File: config.mk
export PLATFORM = sky130hd
export DESIGN_NAME = move_sequencer
export DESIGN_NICKNAME = d
export VERILOG_FILES = /design/src/rtl/move_sequencer.sv
export SDC_FILE = /design/constraint.sdc
export NUM_CORES = 1
export LEC_CHECK = 0
export BUFFER_PORTS_ARGS = -buffer_cell sky130_fd_sc_hd__buf_2
export CORE_ASPECT_RATIO = 0.8
export CORE_MARGIN = 1
export CORE_UTILIZATION = 55
export CTS_CLUSTER_DIAMETER = 150
export DETAILED_ROUTE_END_ITERATION = 10
export PLACE_DENSITY = 0.77
export SYNTH_ARGS = -nofsm -noshare
export SYNTH_HDL_FRONTEND = slang
export SYNTH_SLANG_ARGS = --single-unit
File: constraint.sdc
create_clock -name clk_i -period 6.6 [get_ports clk_i]
set_input_delay 0.33 -clock clk_i [delete_from_list [all_inputs] [get_ports clk_i]]
set_output_delay 0.33 -clock clk_i [all_outputs]
set_load 0.005 [all_outputs]
File: src/rtl/move_sequencer.sv
// Move sequencer: queues {steps, dir} commands and walks each one through
// direction setup, step counting from an external step engine, and a settle dwell.
module move_sequencer #(
  parameter int SIZE      = 32,
  parameter int DEPTH     = 4,
  parameter int DIR_SETUP = 25,
  parameter int DWELL     = 250
) (
  input  logic                     clk_i,
  input  logic                     reset_i,
  input  logic                     cmd_valid_i,
  output logic                     cmd_ready_o,
  input  logic [SIZE-1:0]          cmd_steps_i,
  input  logic                     cmd_dir_i,
  input  logic                     abort_i,
  input  logic                     step_i,
  output logic                     enable_o,
  output logic [SIZE-1:0]          steps_o,
  output logic                     dir_o,
  output logic                     busy_o,
  output logic                     done_o,
  output logic                     aborted_o,
  output logic [$clog2(DEPTH):0]   level_o
);

  localparam int AW   = $clog2(DEPTH);
  localparam int LW   = AW + 1;
  localparam int TMAX = (DIR_SETUP > DWELL) ? DIR_SETUP : DWELL;
  localparam int TW   = (TMAX > 1) ? $clog2(TMAX) : 1;
  localparam logic [TW-1:0] SETUP_LAST = TW'(DIR_SETUP - 1);
  localparam logic [TW-1:0] DWELL_LAST = TW'(DWELL - 1);

  typedef enum logic [1:0] {ST_IDLE, ST_SETUP, ST_RUN, ST_DWELL} state_e;

  typedef struct packed {
    logic [SIZE-1:0] steps;
    logic            dir;
  } cmd_t;

  cmd_t            mem_q [DEPTH];
  cmd_t            head;
  logic [AW-1:0]   wr_ptr_q, wr_ptr_d, rd_ptr_q, rd_ptr_d;
  logic [LW-1:0]   level_q, level_d;
  logic            push, pop;

  state_e          state_q;
  logic [TW-1:0]   timer_q;
  logic [SIZE-1:0] cnt_q;
  logic [2:0]      sync_q;
  logic            step_edge;
  logic            enable_q, dir_q, done_q, aborted_q;
  logic [SIZE-1:0] steps_q;

  assign cmd_ready_o = (level_q < LW'(DEPTH)) && !abort_i && !reset_i;
  assign push        = cmd_valid_i && cmd_ready_o;
  assign pop         = (state_q == ST_IDLE) && (level_q != '0) && !abort_i;
  assign head        = mem_q[rd_ptr_q];
  // sync_q[1:0] is the synchronizer; sync_q[2] only remembers the previous level.
  assign step_edge   = sync_q[1] && !sync_q[2];

  // NOTE: every variable gets a default before any branch, so no latch is inferred.
  always_comb begin
    wr_ptr_d = wr_ptr_q;
    rd_ptr_d = rd_ptr_q;
    level_d  = level_q;
    if (abort_i) begin
      wr_ptr_d = '0;
      rd_ptr_d = '0;
      level_d  = '0;
    end else begin
      if (push) wr_ptr_d = wr_ptr_q + AW'(1);
      if (pop)  rd_ptr_d = rd_ptr_q + AW'(1);
      level_d = level_q + LW'(push) - LW'(pop);
    end
  end

  // NOTE: the storage array has no reset; level_q alone decides which entries are valid.
  always_ff @(posedge clk_i) begin
    if (push) mem_q[wr_ptr_q] <= {cmd_steps_i, cmd_dir_i};
  end

  // NOTE: sequential state uses non-blocking assignments so every register sees pre-edge values.
  always_ff @(posedge clk_i) begin
    if (reset_i) begin
      state_q   <= ST_IDLE;
      wr_ptr_q  <= '0;
      rd_ptr_q  <= '0;
      level_q   <= '0;
      timer_q   <= '0;
      cnt_q     <= '0;
      sync_q    <= '0;
      enable_q  <= 1'b0;
      steps_q   <= '0;
      dir_q     <= 1'b0;
      done_q    <= 1'b0;
      aborted_q <= 1'b0;
    end else begin
      sync_q    <= {sync_q[1:0], step_i};
      wr_ptr_q  <= wr_ptr_d;
      rd_ptr_q  <= rd_ptr_d;
      level_q   <= level_d;
      done_q    <= 1'b0;
      aborted_q <= 1'b0;
      if (abort_i) begin
        // Abort beats a completing edge in the same cycle, so done_q stays low.
        state_q   <= ST_IDLE;
        enable_q  <= 1'b0;
        cnt_q     <= '0;
        timer_q   <= '0;
        aborted_q <= (state_q != ST_IDLE) || (level_q != '0);
      end else begin
        case (state_q)
          ST_IDLE: begin
            if (pop) begin
              steps_q <= head.steps;
              dir_q   <= head.dir;
              timer_q <= '0;
              if (head.steps != '0) state_q <= ST_SETUP;
              else                  done_q  <= 1'b1;
            end
          end
          ST_SETUP: begin
            if (timer_q == SETUP_LAST) begin
              state_q  <= ST_RUN;
              enable_q <= 1'b1;
              timer_q  <= '0;
            end else begin
              timer_q <= timer_q + TW'(1);
            end
          end
          ST_RUN: begin
            if (step_edge) begin
              if (cnt_q + SIZE'(1) == steps_q) begin
                cnt_q    <= '0;
                enable_q <= 1'b0;
                done_q   <= 1'b1;
                timer_q  <= '0;
                state_q  <= ST_DWELL;
              end else begin
                cnt_q <= cnt_q + SIZE'(1);
              end
            end
          end
          ST_DWELL: begin
            if (timer_q == DWELL_LAST) begin
              state_q <= ST_IDLE;
              timer_q <= '0;
            end else begin
              timer_q <= timer_q + TW'(1);
            end
          end
          default: state_q <= ST_IDLE;
        endcase
      end
    end
  end

  assign enable_o  = enable_q;
  assign steps_o   = steps_q;
  assign dir_o     = dir_q;
  assign done_o    = done_q;
  assign aborted_o = aborted_q;
  assign level_o   = level_q;
  assign busy_o    = (state_q != ST_IDLE) || (level_q != '0);

endmodule

### After elaboration in Yosys (flattened, before gate mapping)

Memory sizes are Yosys's and may differ from the RTL's. A register that Yosys moved wholly into a read port is not among the register bits.
Cells that the tools add are included.

| operators by class | value |
|---|---|
| add/sub/neg operators | 6 |
| $lt $le $gt $ge | 1 |
| equality and inequality tests | 12 |
| mux-type cells | 27 |
| bitwise operators | 1 |
| reductions and logical operators | 22 |

Operators with widths:

| kind | count |
|---|---|
| 8-bit two-way mux | 5 |
| 32-bit by 1-bit adder with 32-bit output (second input constant) | 1 |
| 32-bit equality test | 1 |
| 32-bit two-way mux | 1 |
| 8-bit case mux with 4 select lines | 1 |
| 32-bit nonzero test | 1 |
| 2-bit two-way mux | 8 |
| 2-bit != test (second input constant) | 5 |
| 1-bit two-way mux | 9 |
| 8-bit by 1-bit adder with 8-bit output (second input constant) | 1 |
| 8-bit by 5-bit equality test with 1-bit output (second input constant) | 1 |
| 8-bit equality test (second input constant) | 1 |
| 2-bit case mux with 4 select lines | 1 |
| 1-bit logical AND | 6 |
| 3-bit AND reduction | 2 |
| 6-bit AND reduction | 1 |
| 2-bit by 1-bit adder with 2-bit output (second input constant) | 2 |
| 2-bit equality test (second input constant) | 2 |
| 1-bit case mux with 2 select lines | 2 |
| 4-bit AND reduction | 1 |
| 2-bit nonzero test | 2 |
| 2-bit OR reduction | 2 |
| 3-bit by 1-bit adder with 3-bit output | 1 |
| 1-bit logical NOT | 3 |
| 9 further kinds | 9 |

| storage, ports and cells | value |
|---|---|
| bits in registers | 88 |
| RAM bits | 132 |
| input port bits | 38 |
| output and inout port bits | 41 |
| word-level logic and storage cells | 82 |
| memories | 1 |

Memories:

| memory | depth | width | rd ports | clocked after memory_dff | wr ports | RTL line | text |
|---|---|---|---|---|---|---|---|
| mem_q | 4 | 33 | 1 | 1 | 1 | 40 | `cmd_t mem_q [DEPTH];` |

### Depth between registers and ports, before layout

Gate-level depths: netlist (run 1).

| logic depth | value |
|---|---|
| depth in word-level cells | 6 |
| mapped depth | 15 |
| gate-level depth less buffers | 13 |

### Least setup slack after synthesis (run 1)

OpenSTA, ideal clock, no wires.

| path | value |
|---|---|
| kind | reg2reg |
| from | register cnt_q[0] |
| to | register cnt_q[29] |
| setup time | 117 ps |
| arrival time | 2966 ps |
| required time | 6483 ps |
| path slack | 3516 ps |
| cell stages (with the launch flop) | 13 |
| path buffers | 2 |
| clock period less this slack | 3084 ps |
| path through | dfxtp_1 -> ha_1 -> nand3_1 -> or3_1 -> buf_6 -> nor4_4 -> o22ai_1 -> nor4_2 -> nand3_2 -> or2_1 -> buf_2 -> a21o_1 -> a32o_1 |

| between the ends | value |
|---|---|
| word-level cells in the longest chain between the ends | 3 |

RTL lines:

| item | RTL line | text |
|---|---|---|
| start: declaration | 48 | `logic [SIZE-1:0] cnt_q;` |
| start signal: assignment | 140 | `cnt_q <= cnt_q + SIZE'(1);` |
| 32-bit by 1-bit adder with 32-bit output (*) | 133, 140 |  |
| 32-bit equality test | 133 | `if (cnt_q + SIZE'(1) == steps_q) begin` |
| 32-bit two-way mux (*) | 133 |  |

Every way passes the cells marked *; elsewhere a longest branch is shown, timed or not.
A chain may end at the register's enable or synchronous reset.

### Worst setup path in the final report (run 1)

| path | value |
|---|---|
| from | register cnt_q[0] |
| to | register cnt_q[10] |

Same word-level chain as after synthesis.

==> results of run 1 <==
[layer usage]
| metal | up-vias | wire, µm |
|---|---|---|
| met5 | - | 13 |
| met4 | 2 | 584 |
| met3 | 42 | 2310 |
| met2 | 340 | 10700 |
| met1 | 3516 | 10400 |
| li1 | 3418 | - |
[path summary, 6_finish.rpt]
check | start | end | slack (ns) | cells past startpoint
worst max register to register | cnt_q[0] | cnt_q[10] | 2.42 | 10
worst min-delay path | step_i | sync_q[0] | 0.02 | 2
worst max-delay path | cnt_q[0] | cnt_q[10] | 2.42 | 10
worst min register to register | sync_q[0] | sync_q[1] | 0.45 | 1
[flip-flops by register name, summed over array words and instances, names as in the netlist, named ones only]
| register | flops |
|---|---|
| sync_q | 3 |
| aborted_o | 1 |
| cnt_q | 32 |
| rd_ptr_q | 2 |
| mem_q | 132 |
| timer_q | 8 |
| wr_ptr_q | 2 |
| level_o | 3 |
| dir_o | 1 |
| state_q | 2 |
| enable_o | 1 |
| done_o | 1 |
| steps_o | 32 |
[cell usage after synthesis, types with 10 or more instances]
cell,n
sky130_fd_sc_hd__edfxtp_1,132
sky130_fd_sc_hd__nand2_1,122
sky130_fd_sc_hd__dfxtp_1,90
sky130_fd_sc_hd__a21oi_1,54
sky130_fd_sc_hd__nor2_1,43
sky130_fd_sc_hd__clkbuf_1,33
sky130_fd_sc_hd__mux4_2,33
sky130_fd_sc_hd__xnor2_1,28
sky130_fd_sc_hd__nor3_1,22
sky130_fd_sc_hd__o21ai_0,22
sky130_fd_sc_hd__nand3_1,21
sky130_fd_sc_hd__xor2_1,21
sky130_fd_sc_hd__nand4_1,20
sky130_fd_sc_hd__nor4_1,20
sky130_fd_sc_hd__inv_1,15
sky130_fd_sc_hd__ha_1,14
sky130_fd_sc_hd__buf_2,13
sky130_fd_sc_hd__and3_1,12
sky130_fd_sc_hd__nor2b_1,12
sky130_fd_sc_hd__a32o_1,11
sky130_fd_sc_hd__o21ai_1,10
[placed cells by master, fill, tap and decap left out, types with 4 or more instances in the layout]
cell,instances
sky130_fd_sc_hd__nor4bb_1,4
sky130_fd_sc_hd__o21ai_0,22
sky130_fd_sc_hd__and4_1,6
sky130_fd_sc_hd__ha_1,14
sky130_fd_sc_hd__clkbuf_1,8
sky130_fd_sc_hd__buf_2,78
sky130_fd_sc_hd__nor2b_1,12
sky130_fd_sc_hd__o21ai_1,10
sky130_fd_sc_hd__and3_1,12
sky130_fd_sc_hd__nor4b_1,5
sky130_fd_sc_hd__nor2_1,43
sky130_fd_sc_hd__a32o_1,11
sky130_fd_sc_hd__or3_1,5
sky130_fd_sc_hd__dfxtp_1,89
sky130_fd_sc_hd__nand2_1,122
sky130_fd_sc_hd__and2_1,8
sky130_fd_sc_hd__inv_1,15
sky130_fd_sc_hd__clkinv_1,5
sky130_fd_sc_hd__nor4_1,20
sky130_fd_sc_hd__xor2_1,21
sky130_fd_sc_hd__nor3b_1,6
sky130_fd_sc_hd__mux4_2,33
sky130_fd_sc_hd__nand3_1,21
sky130_fd_sc_hd__nand4_1,20
sky130_fd_sc_hd__o21a_1,5
sky130_fd_sc_hd__edfxtp_1,132
sky130_fd_sc_hd__nor3_1,22
sky130_fd_sc_hd__a31oi_1,6
sky130_fd_sc_hd__o211ai_1,5
sky130_fd_sc_hd__xnor2_1,28
sky130_fd_sc_hd__a21oi_1,54
sky130_fd_sc_hd__or2_2,4
sky130_fd_sc_hd__o41ai_1,5
sky130_fd_sc_hd__clkbuf_16,22
sky130_fd_sc_hd__a21o_1,6
sky130_fd_sc_hd__nand3b_1,4
sky130_fd_sc_hd__buf_4,9
sky130_fd_sc_hd__o2111ai_1,4
sky130_fd_sc_hd__mux2i_1,4
[kinds of logic (layout without fill, tap and decap cells)]
kind of cell	Yosys count	after routing
flip-flops	222	222
XOR/XNOR	49	49
buffers and inverters	72	143
adder cells (fa/ha/maj)	15	15
AO/OA/AOI/OAI	152	152
multiplexers	37	37
AND/OR/NAND/NOR	333	333
[cell type report]
class	instances	share of cell area, %
sequential	222	50.5
timing repair buffer	87	4.01
multi-input combinational	586	36.4
inverter	16	0.526
clock inverter	10	0.888
clock buffer	30	5.09
tap	230	2.52
[per-stage QoR]
step / utilization, % / worst slack (ns)
after floorplan: - / 3.52
after global placement: 59.1 / 2.63
after detailed placement: 59.1 / 2.48
after CTS: 62.8 / 2.43
after global routing: 62.8 / 2.02
final: 62.8 / 2.42
[power by group through the flow]
stage                     Sequential (mW)  Clock [mW]  Combinational [mW]
after global routing                 1.50        1.26               0.162
after detailed placement             1.53           0               0.146
final                                1.50        1.18               0.147
after CTS                            1.50        1.20               0.147
after floorplan                      1.52           0              0.0920
after global placement               1.53           0               0.144
[worst reg2reg max path: cells and delay by family (launching register included)]
kind / cells / cell delay [ns]
and+or+nand+nor: 7 / 2.32
adders and majority gates: 1 / 0.29
DFF: 1 / 0.47
AOI/OAI and AO/OA: 2 / 0.95
==> summary.md, run 1 <==
| Metric | Value |
|---|---|
| Post-synthesis instance area | approximately 10,000 µm² |
| Portion of netlist area occupied by mux cells | between 7 and 8% |
| Area used by multi-input combinational logic | around 4200 µm² |
| Dpl cells | roughly 1,100 |
| Non-Filler Instances | 1,181 |
| Cells after synthesis | 880 |
| Bufs on Longest Clock Path | 3 |
| Antenna Nets Post-Route | 0 |
| Post-synthesis xor/xnor area fraction | between 4 and 5% |
| Sum of internal, switching and leakage power | 2.83 mW |
| Register bit count reported by yosys | 222 |
| Synthesized-area fraction occupied by adder cells | between 1.5 and 2% |
| IO buf count | 78 |
| Area used by sequential logic in the layout | slightly below 6000 µm² |
| Chip height | 124 µm |
| Antenna diodes | 0 |
| Internal Dissipation | about 2.2 mW |
| Die Footprint | about 19,000 µm² |
| Final hold slack | approximately 0.018 ns |
| Share of power burned in registers | between 50% and 60% |
| Family with the most delay on the worst path | simple AND/OR/NAND/NOR gates |
| Fraction of the cycle the final worst path needs | 63.3% |
| Number of buffers inserted for hold repair after clock tree synthesis | 0 |
| Met1 usage in global routing | 37.1% |
| Setup repair after global routing missed its margin | no |
| Final hold violation count | 0 |
| Mean post-synth cell area | around 12 µm² |
| Clock Tree Root | sky130_fd_sc_hd__clkbuf_16 |
| Clock insertion delay at the later pin of the skew report | between 0.5 and 0.6 ns |
| Width of the die | between 150 and 200 µm |
| Outcome | finished, final reports clean |
| Clock period minus worst slack | around 4.2 ns |
| Starting Density | a little under three fifths |
| Slew Viols, Final | 0 |
| Share of total power in combinational logic | around 5.2% |
| Number of I/O pins | slightly below 80 |
| Max-Slew Margin vs Limit | around a third |
| CP Cell Sequence | ha_1, nand3_1, or3_1, nor4_4, o22ai_1, nor4_2, nand3_2, or2_1, o21ai_1, nor2_1 |
| Slowest Stage Delay on Critical Path | between 0.8 and 0.9 ns |
| Peak clock frequency supported by timing | between 200 and 250 MHz |
| Worst Path Required | 6.96 ns |
| Setup-failing EPs final | 0 |
| Category of the worst setup path capture point | flop |
| Fill cell instance count of the final layout | between 1,000 and 1,500 |
| Leading cell types by total area after synthesis | sky130_fd_sc_hd__edfxtp_1, sky130_fd_sc_hd__dfxtp_1, sky130_fd_sc_hd__mux4_2 |
| Initial antenna violation count | 1 |
| Detailed-route wire length per cell | approximately 20 µm |
| DRC violations left | 0 |
| Number of buffer and inverter instances along the worst setup path | 0 |
| Max_cap viols | 0 |
| Switching power share of the total | between 20 and 25% |
| Wire length of the first global-routing pass | 37,900 µm |
| Yosys top cell area share | around two fifths |
| Synth Area in Compound Gates | a little under a tenth |
| Setup TNS Final | 0 ns |
| Net Switching | roughly 620 µW |
| Synth async-reset ratio | 0% |
| Sinks on the clock net | roughly 220 |
| Fraction of layout cells with a size suffix above 1 | ~18% |
| Maximum fanout along the worst path | 11 |
| Post-Synthesis Net Count | slightly above 900 |
| Clk_skew | 0.0195 ns |
| Core area | around 18,000 µm² |
| First DRT Iteration DRCs | 747 |
| Number of buffers added for setup after CTS | 0 |
| Share of synthesized cell area in and, or, nand and nor gates | between 10% and 20% |
| Standard-cell rows | 44 |
| Clock edge transition at the registers on the reported setup and hold paths | 0.06 ns |
| Startpoint Class | flop |
| Grt met2 use | between 40 and 50% |
| H-tree depth reported by CTS | 1 |
| Post-detailed-routing wire length | 23,900 µm |
| Proportion of power drawn by the clock network | roughly two fifths |
| Slew at the pin with the worst max-slew slack | approximately 1.0 ns |
| Number of global-route vias before repair | around 6,800 |
| Vias post-DR | roughly 7,300 |
| Post-synth EDFFs | 132 |
| GP Congestion | roughly 1 |
| Busiest grt layer | met2 |
| Area Growth Syn to Fin | 11.6% |
| Worst Setup Path Type | flop to flop |
| Post-layout instance area | 11,400 µm² |
| Main combinational cell family by area after synthesis | simple AND/OR/NAND/NOR gates |
| Warnings from Yosys | 0 |
| Share of synthesized area occupied by flip-flops and latches | between 50% and 60% |
| Post-cts resize count | 0 |
| Pwr dens | 248 nW/µm² |
| Slowest-stage cell, CP | sky130_fd_sc_hd__o21ai_1 |
| Clock buffers created by TritonCTS | 22 |
| Standard cell area after detailed placement | around 11,000 µm² |
| Final layout net count | approximately 990 |
| TritonCTS clock tree | built |
| Primary FF master, synth | sky130_fd_sc_hd__edfxtp_1 |
| Overall Global Routing Usage | around a quarter |
| M3 GR Usage | under 10% |
| Cell accounting for the most synthesized area | sky130_fd_sc_hd__edfxtp_1 |
| Type of the most critical hold path | input pin to flop |
| Largest net degree at the start of global routing | 40 |
| Maximum vdd drop | ~0.2 mV |
| Post-synth cell types | 71 |
| Leakage component of the power | 3.88 nW |
| Detailed-placement wirelength estimate | 16,400 µm |
| Overall overflow remaining after global route | 0 |
| Data arrival time of the critical path | about 4.5 ns |
| Iteration count of the initial detailed-routing pass | 5 |
| Per-cell via count in the routed design | between 6 and 7 |
(Power assumes the default switching activity.)
==> run 2: changes to the inputs <==
--- a/config.mk
+++ b/config.mk
@@ -5,13 +5,14 @@
 export SDC_FILE = /design/constraint.sdc
 export NUM_CORES = 1
 export LEC_CHECK = 0
+export ABC_AREA = 1
 export BUFFER_PORTS_ARGS = -buffer_cell sky130_fd_sc_hd__buf_2
 export CORE_ASPECT_RATIO = 0.8
 export CORE_MARGIN = 1
 export CORE_UTILIZATION = 55
 export CTS_CLUSTER_DIAMETER = 150
 export DETAILED_ROUTE_END_ITERATION = 10
-export PLACE_DENSITY = 0.77
+export PLACE_DENSITY = 0.8
 export SYNTH_ARGS = -nofsm -noshare
 export SYNTH_HDL_FRONTEND = slang
 export SYNTH_SLANG_ARGS = --single-unit
==> constraint.sdc (replaced) <==
create_clock -name clk_i -period 3.4 [get_ports clk_i]
set_input_delay 0.17 -clock clk_i [delete_from_list [all_inputs] [get_ports clk_i]]
set_output_delay 0.17 -clock clk_i [all_outputs]
set_load 0.005 [all_outputs]
==> run 2 against run 1 <==
Sequential share of layout area is 3.9 points lower. Final cell count up 38%. Die area rose by 3.4%. Register-to-register slack lost 1.8 ns. Fmax up 48%. Clock skew decreased by 0.0017 ns. Count of clock-buffer cells in the layout is 3 lower. Critical path depth increased by 4. Total power grew 110%. First-iteration DRC count up 37%. Combinational power increased to 3.3 times the previous value. Critical endpoint is now cnt_q[14]. Highest routed layer is now met4.
==> summary.md, run 2 <==
| Metric | Value |
|---|---|
| Clock Tree Root | sky130_fd_sc_hd__clkbuf_16 |
| IO buf count | 78 |
| Outcome | finished, final reports clean |
| Post-detailed-routing wire length | 26,600 µm |
| Number of flip-flops under the largest register name | approximately 130 |
| Detailed-placement wirelength estimate | between 15,000 and 20,000 µm |
| Width of the die | 157 µm |
| Chip height | 126 µm |
| Wire length of the first global-routing pass | roughly 42,000 µm |
| Number of buffers inserted for hold repair after clock tree synthesis | 37 |
| Per-cell via count in the routed design | roughly 5.5 |
| Worst Setup Path Type | flop to flop |
| Antenna Nets Post-Route | 0 |
| Most flop-heavy register | mem_q |
| GP Congestion | around 0.99 |
| Fraction of the cycle the final worst path needs | around 83% |
| Most common cell after layout, fill and taps aside | sky130_fd_sc_hd__nand2_1 |
| Hold path cells | 3 |
| Maximum vdd drop | 0.507 mV |
| Data arrival time of the critical path | 3.18 ns |
| Clock insertion delay at the later pin of the skew report | just over 0.5 ns |
| Peak clock frequency supported by timing | 355 MHz |
| Family with the most delay on the worst path | simple AND/OR/NAND/NOR gates |
| Sinks on the clock net | approximately 220 |
| Number of global-route vias before repair | 8,093 |
| Worst Path Required | roughly 3.8 ns |
| Fraction of layout cells with a size suffix above 1 | 12.2% |
| Capture instance of the worst register-to-register path | cnt_q[14] |
| Area Growth Syn to Fin | 16.9% |
| Startpoint Class | flop |
| Met1 usage in global routing | between 30% and 40% |
| Yosys top cell area share | between 30% and 40% |
| Hold Crit Start | cmd_valid_i |
| M3 GR Usage | 5.71% |
| Post-synth cell types | 38 |
| Final Util | between 60% and 70% |
| Worst Slack Setup Final | between 0.5 and 0.6 ns |
| Clock period minus worst slack | about 2.8 ns |
| Standard-cell rows | 44 |
| Leading cell types by total area after synthesis | sky130_fd_sc_hd__edfxtp_1, sky130_fd_sc_hd__dfxtp_1, sky130_fd_sc_hd__nand2_1 |
| Register-to-register setup slack | approximately 0.58 ns |
| First DRT Iteration DRCs | slightly above 1,000 |
| Setup-failing EPs final | 0 |
| Number of buffers added for setup after CTS | 0 |
| Overall Global Routing Usage | a little over a quarter |
| Category of the worst setup path capture point | flop |
| Mean post-synth cell area | between 8 and 9 µm² |
| Cell accounting for the most synthesized area | sky130_fd_sc_hd__edfxtp_1 |
| Number of buffer and inverter instances along the worst setup path | 1 |
| Share of synthesized area occupied by flip-flops and latches | 54.5% |
| Die Footprint | roughly 20,000 µm² |
| Setup repair after global routing missed its margin | no |
| Synth async-reset ratio | 0% |
| Post-synth EDFFs | ~130 |
| Beginning of the worst register-to-register path | cnt_q[2] |
| Number of cells traversed by the worst register-to-register path | 14 |
| Final hold violation count | 0 |
| Detailed-route wire length per cell | ~16 µm |
| Clock buffers created by TritonCTS | 22 |
| CP Cell Sequence | nand3_1, nor2_1, nand3_1, nand2_1, nand2_1, nand2_1, nand2_1, nor2_1, nand2_1, nor3_1, nand3_2, buf_4, nand4_1, a21oi_1 |
| Overall overflow remaining after global route | 0 |
| Placement Setup Slack | 0.715 ns |
| Slew at the pin with the worst max-slew slack | ~0.90 ns |
| Maximum fanout along the worst path | 32 |
| Register bit count reported by yosys | between 200 and 250 |
| Cells after synthesis | about 1,300 |
| Initial antenna violation count | 0 |
| Largest net degree at the start of global routing | 68 |
| Vias post-DR | between 9,000 and 10,000 |
| Bufs on Longest Clock Path | 3 |
| Post-synthesis instance area | 10,600 µm² |
| Number of I/O pins | between 70 and 80 |
| Final layout net count | between 1,000 and 1,500 |
| Antenna diodes | 0 |
| Clk_skew | roughly 0.018 ns |
| Setup TNS Final | 0 ns |
| Busiest grt layer | met2 |
| Slowest Stage Delay on Critical Path | roughly 0.45 ns |
| Slowest-stage cell, CP | sky130_fd_sc_hd__dfxtp_1 |
| Commonest cells after routing, fill and taps aside | sky130_fd_sc_hd__nand2_1, sky130_fd_sc_hd__nor2_1, sky130_fd_sc_hd__edfxtp_1 |
| Iteration count of the initial detailed-routing pass | 5 |
| Hold path endpoint | wr_ptr_q[1] |
| Standard cell area after detailed placement | between 10,000 and 15,000 µm² |
| TritonCTS clock tree | built |
| Primary FF master, synth | sky130_fd_sc_hd__edfxtp_1 |
| Post-Synthesis Net Count | around 1,300 |
| Clock edge transition at the registers on the reported setup and hold paths | 0.06 ns |
| Starting Density | 57.2% |
| Slew Viols, Final | 0 |
| Post-cts resize count | 0 |
| Warnings from Yosys | 0 |
| Core area | between 15,000 and 20,000 µm² |
| Max-Slew Margin vs Limit | 39.7% |
| Post-layout instance area | 12,400 µm² |
| Pwr dens | 469 nW/µm² |
| Most frequent cell on the critical path | sky130_fd_sc_hd__nand2_1 |
| Count leader, synth | sky130_fd_sc_hd__nand2_1 |
| Max_cap viols | 0 |
| Most frequent cells after synthesis | sky130_fd_sc_hd__nand2_1, sky130_fd_sc_hd__nor2_1, sky130_fd_sc_hd__edfxtp_1 |
| Leakage component of the power | 4.83 nW |
| H-tree depth reported by CTS | 1 |
| Grt met2 use | a little over two fifths |
| Type of the most critical hold path | input pin to flop |
| DRC violations left | 0 |
run 2: cell count changes after synthesis, moves of 33 or more:
cell                      before  now
sky130_fd_sc_hd__a21oi_1      54   99
sky130_fd_sc_hd__inv_1        15  117
sky130_fd_sc_hd__mux4_2       33    0
sky130_fd_sc_hd__nand2_1     122  320
sky130_fd_sc_hd__nand3_1      21   96
sky130_fd_sc_hd__nor2_1       43  141
sky130_fd_sc_hd__o21ai_0      22   79
run 2: final cells by class:
class / instances / area [µm²]
fillers: 1532 / 6120
flip-flops and latches: 222 / 5770
multi-input cells: 863 / 4220
repair buffers: 134 / 903
clock buffers: 27 / 594
inverters: 120 / 450
well taps: 253 / 317
clock inverters: 13 / 118
run 2: report_power, final:
| group | internal, mW | switching [mW] | leakage [nW] |
|---|---|---|---|
| Combinational | 0.185 | 0.300 | 2.57 |
| Sequential | 2.90 | 0.0524 | 1.92 |
| Clock | 1.34 | 1.03 | 0.341 |
| Total | 4.42 | 1.38 | 4.83 |
run 2: per-layer routing:
layer  up-vias  part of all wire (%)
met3        51                   9.6
li1       4457                     -
met2       370                    44
met5         -                     0
met1      4170                    44
met4         0                   2.4
run 2: logic make-up after synthesis:
family                     synth area share [%]
DFF                                        54.5
and+or+nand+nor                            26.0
adders and majority gates                  1.84
AOI/OAI and AO/OA                          11.3
xor gates and xnor gates                  0.331
buffers and inverters                      5.99
run 2: tightest hold or removal path, cell delays in order:
cell and delay, ns:
sky130_fd_sc_hd__buf_2 0.07, sky130_fd_sc_hd__nand2_1 0.30, sky130_fd_sc_hd__a21oi_1 0.24
run 2: worst max path at each step:
stage | slack [ns] | cells after the start | endpoint | startpoint
after CTS | 0.68 | 13 | cnt_q[29] | cnt_q[0]
after global placement | 0.75 | 14 | cnt_q[16] | cnt_q[2]
after detailed placement | 0.71 | 13 | cnt_q[5] | cnt_q[0]
after global routing | 0.38 | 13 | cnt_q[14] | cnt_q[0]
final | 0.58 | 14 | cnt_q[14] | cnt_q[2]
after floorplan | 0.46 | 16 | level_o[2] | state_q[0]
run 2: per-stage QoR:
step | cells | total power [mW] | hold WS, ns
finish | 1632 | 5.81 | 0.310
global route | 1632 | 6.00 | 0.373
CTS | 1632 | 5.82 | 0.303
detailed placement | 1555 | 3.45 | 0.388
global placement | 1555 | 3.44 | 0.368
floorplan | 1251 | 3.27 | 0.241
==> run 3: changes to the inputs <==
--- a/config.mk
+++ b/config.mk
@@ -5,14 +5,14 @@
 export SDC_FILE = /design/constraint.sdc
 export NUM_CORES = 1
 export LEC_CHECK = 0
-export ABC_AREA = 1
+export ABC_AREA = 0
 export BUFFER_PORTS_ARGS = -buffer_cell sky130_fd_sc_hd__buf_2
 export CORE_ASPECT_RATIO = 0.8
 export CORE_MARGIN = 1
 export CORE_UTILIZATION = 55
 export CTS_CLUSTER_DIAMETER = 150
 export DETAILED_ROUTE_END_ITERATION = 10
-export PLACE_DENSITY = 0.8
+export PLACE_DENSITY = 0.77
 export SYNTH_ARGS = -nofsm -noshare
 export SYNTH_HDL_FRONTEND = slang
 export SYNTH_SLANG_ARGS = --single-unit
==> constraint.sdc (replaced) <==
create_clock -name clk_i -period 2.9 [get_ports clk_i]
set_input_delay 0.145 -clock clk_i [delete_from_list [all_inputs] [get_ports clk_i]]
set_output_delay 0.145 -clock clk_i [all_outputs]
set_load 0.005 [all_outputs]
==> run 3 against run 2 <==
First-iteration DRC count is 12% lower. Count of clock-buffer cells in the layout is 3 lower. Worst hold slack worse by 0.25 ns. Sequential power is 16% higher. Total power is 19% higher. The flow now finishes with violations (setup timing). Critical endpoint is now cnt_q[8]. Clock skew is 0.0048 ns lower. Non-clock buffer count is 97 higher. Core utilization is 5.2 points higher.
==> summary.md, run 3 (synthesis gave the netlist of run 1 again) <==
| Metric | Value |
|---|---|
| Outcome | complete, but fails checks |
| Failing checks | setup timing |
| Slew at the pin with the worst max-slew slack | roughly 0.71 ns |
| Antenna diodes | 0 |
| Detailed-placement wirelength estimate | 18,500 µm |
| Worst Setup Path Type | flop to flop |
| Most flop-heavy register | mem_q |
| Sinks on the clock net | around 220 |
| Die Footprint | about 19,000 µm² |
| Wire length of the first global-routing pass | 44,300 µm |
| Category of the worst setup path capture point | flop |
| Clock buffers created by TritonCTS | 23 |
| Non-Filler Instances | 1,327 |
| Detailed-route wire length per cell | around 22 µm |
| Worst Slack Setup Final | -0.154 ns |
| DRC violations left | 0 |
| Max_cap viols | 0 |
| Startpoint Class | flop |
| Most frequent cell on the critical path | sky130_fd_sc_hd__buf_6 |
| Final Util | between 70% and 80% |
| Leakage component of the power | ~4.8 nW |
| Setup-failing EPs final | 35 |
| Number of global-route vias before repair | 8,059 |
| IO buf count | between 70 and 80 |
| Per-cell via count in the routed design | roughly 6.2 |
| Chip height | roughly 120 µm |
| Antenna Nets Post-Route | 0 |
| TritonCTS clock tree | built |
| CP Cell Sequence | nand4_1, buf_6, nor4_4, buf_4, a311oi_2, a2111oi_2, buf_4, nor4_4, nand3_2, buf_6, buf_6, o21ai_4, or4_4, a21oi_2 |
| Worst Path Required | approximately 3.4 ns |
| Peak clock frequency supported by timing | about 330 MHz |
| Commonest cells after routing, fill and taps aside | sky130_fd_sc_hd__edfxtp_1, sky130_fd_sc_hd__nand2_1, sky130_fd_sc_hd__buf_4 |
| Max-Slew Margin vs Limit | a little over half |
| First DRT Iteration DRCs | 900 |
| Post-detailed-routing wire length | between 20,000 and 30,000 µm |
| Final hold violation count | 0 |
| Overall overflow remaining after global route | 0 |
| Most common cell after layout, fill and taps aside | sky130_fd_sc_hd__edfxtp_1 |
| Overall Global Routing Usage | a little under a third |
| Iteration count of the initial detailed-routing pass | 5 |
| Data arrival time of the critical path | around 3.5 ns |
| Pwr dens | 527 nW/µm² |
| Clock insertion delay at the later pin of the skew report | 0.53 ns |
| Width of the die | between 150 and 200 µm |
| Clk_skew | 0.0129 ns |
| Area Growth Syn to Fin | 28.1% |
| Fill cell instance count of the final layout | 1,215 |
| Sum of internal, switching and leakage power | ~6.9 mW |
| GP Congestion | about 0.95 |
| Clock period minus worst slack | slightly above 3 ns |
| Area used by sequential logic in the layout | around 5800 µm² |
| Slowest Stage Delay on Critical Path | about 0.52 ns |
| Setup TNS Final | -2.09 ns |
| Placement Setup Slack | -0.136 ns |
| Initial antenna violation count | 1 |
| Type of the most critical hold path | input pin to flop |
| Clock Tree Root | sky130_fd_sc_hd__clkbuf_16 |
| Clock edge transition at the registers on the reported setup and hold paths | 0.07 ns |
| Final layout net count | roughly 1,100 |
| Fraction of the cycle the final worst path needs | 105% |
| Setup repair after global routing missed its margin | yes |
| Slowest-stage cell, CP | sky130_fd_sc_hd__or4_4 |
| Vias post-DR | around 8,300 |
| Largest net degree at the start of global routing | 39 |
| Number of I/O pins | a little under 80 |
| Post-layout instance area | between 10,000 and 15,000 µm² |
| H-tree depth reported by CTS | 1 |
| Slew Viols, Final | 0 |
| Maximum vdd drop | 0.662 mV |
| Core area | between 15,000 and 20,000 µm² |
| Bufs on Longest Clock Path | 3 |
| Dpl cells | 1,234 |
| Starting Density | between 50% and 60% |
| Area used by multi-input combinational logic | 4490 µm² |
| Standard cell area after detailed placement | around 11,000 µm² |
| Fraction of layout cells with a size suffix above 1 | a little under a third |
| Maximum fanout along the worst path | 4 |
| Standard-cell rows | 44 |
| Number of flip-flops under the largest register name | 132 |
| Final hold slack | about 0.062 ns |
[run 3: final timing paths]
check / from / end / slack [ns] / depth (start not counted)
hold / removal: cmd_valid_i / wr_ptr_q[1] / 0.06 / 3
setup / recovery: cnt_q[7] / cnt_q[8] / -0.15 / 14
hold reg to reg: sync_q[0] / sync_q[1] / 0.44 / 1
setup reg to reg: cnt_q[7] / cnt_q[8] / -0.15 / 14
[run 3: layer usage]
layer / track usage [%] / wire, µm
met5: 0 / 10
met3: 7.79 / 2890
met4: 12.4 / 1120
met1: 40.3 / 11600
met2: 49.1 / 13300
[run 3: area by class of cell]
cell class / instances / area share (%)
flip-flops and latches: 222 / 44.2
multi-input cells: 586 / 34.3
repair buffers: 231 / 12.9
clock buffers: 24 / 4.42
well taps: 230 / 2.20
clock inverters: 18 / 1.50
inverters: 16 / 0.468
[run 3: repair_timing]
action	in CTS	in global routing
hold buffers	35	0
buffers inserted	6	12
endpoints found under the setup margin	32	45
pin swaps	7	45
resized for setup	38	53
gates cloned	1	0
hold endpoints to repair	135	0
[run 3: critical path, delay by kind of cell, from the launching register on]
kind / cells / cell delay (ns)
flops: 1 / 0.37
buf+inv: 5 / 0.80
compound gates: 4 / 0.62
simple gates: 5 / 1.21
[run 3: power by group]
part | leakage [nW] | internal, mW | switching (mW)
clock network | 0.373 | 1.75 | 1.30
logic | 2.48 | 0.202 | 0.248
registers | 1.93 | 3.37 | 0.0358
total | 4.78 | 5.32 | 1.59
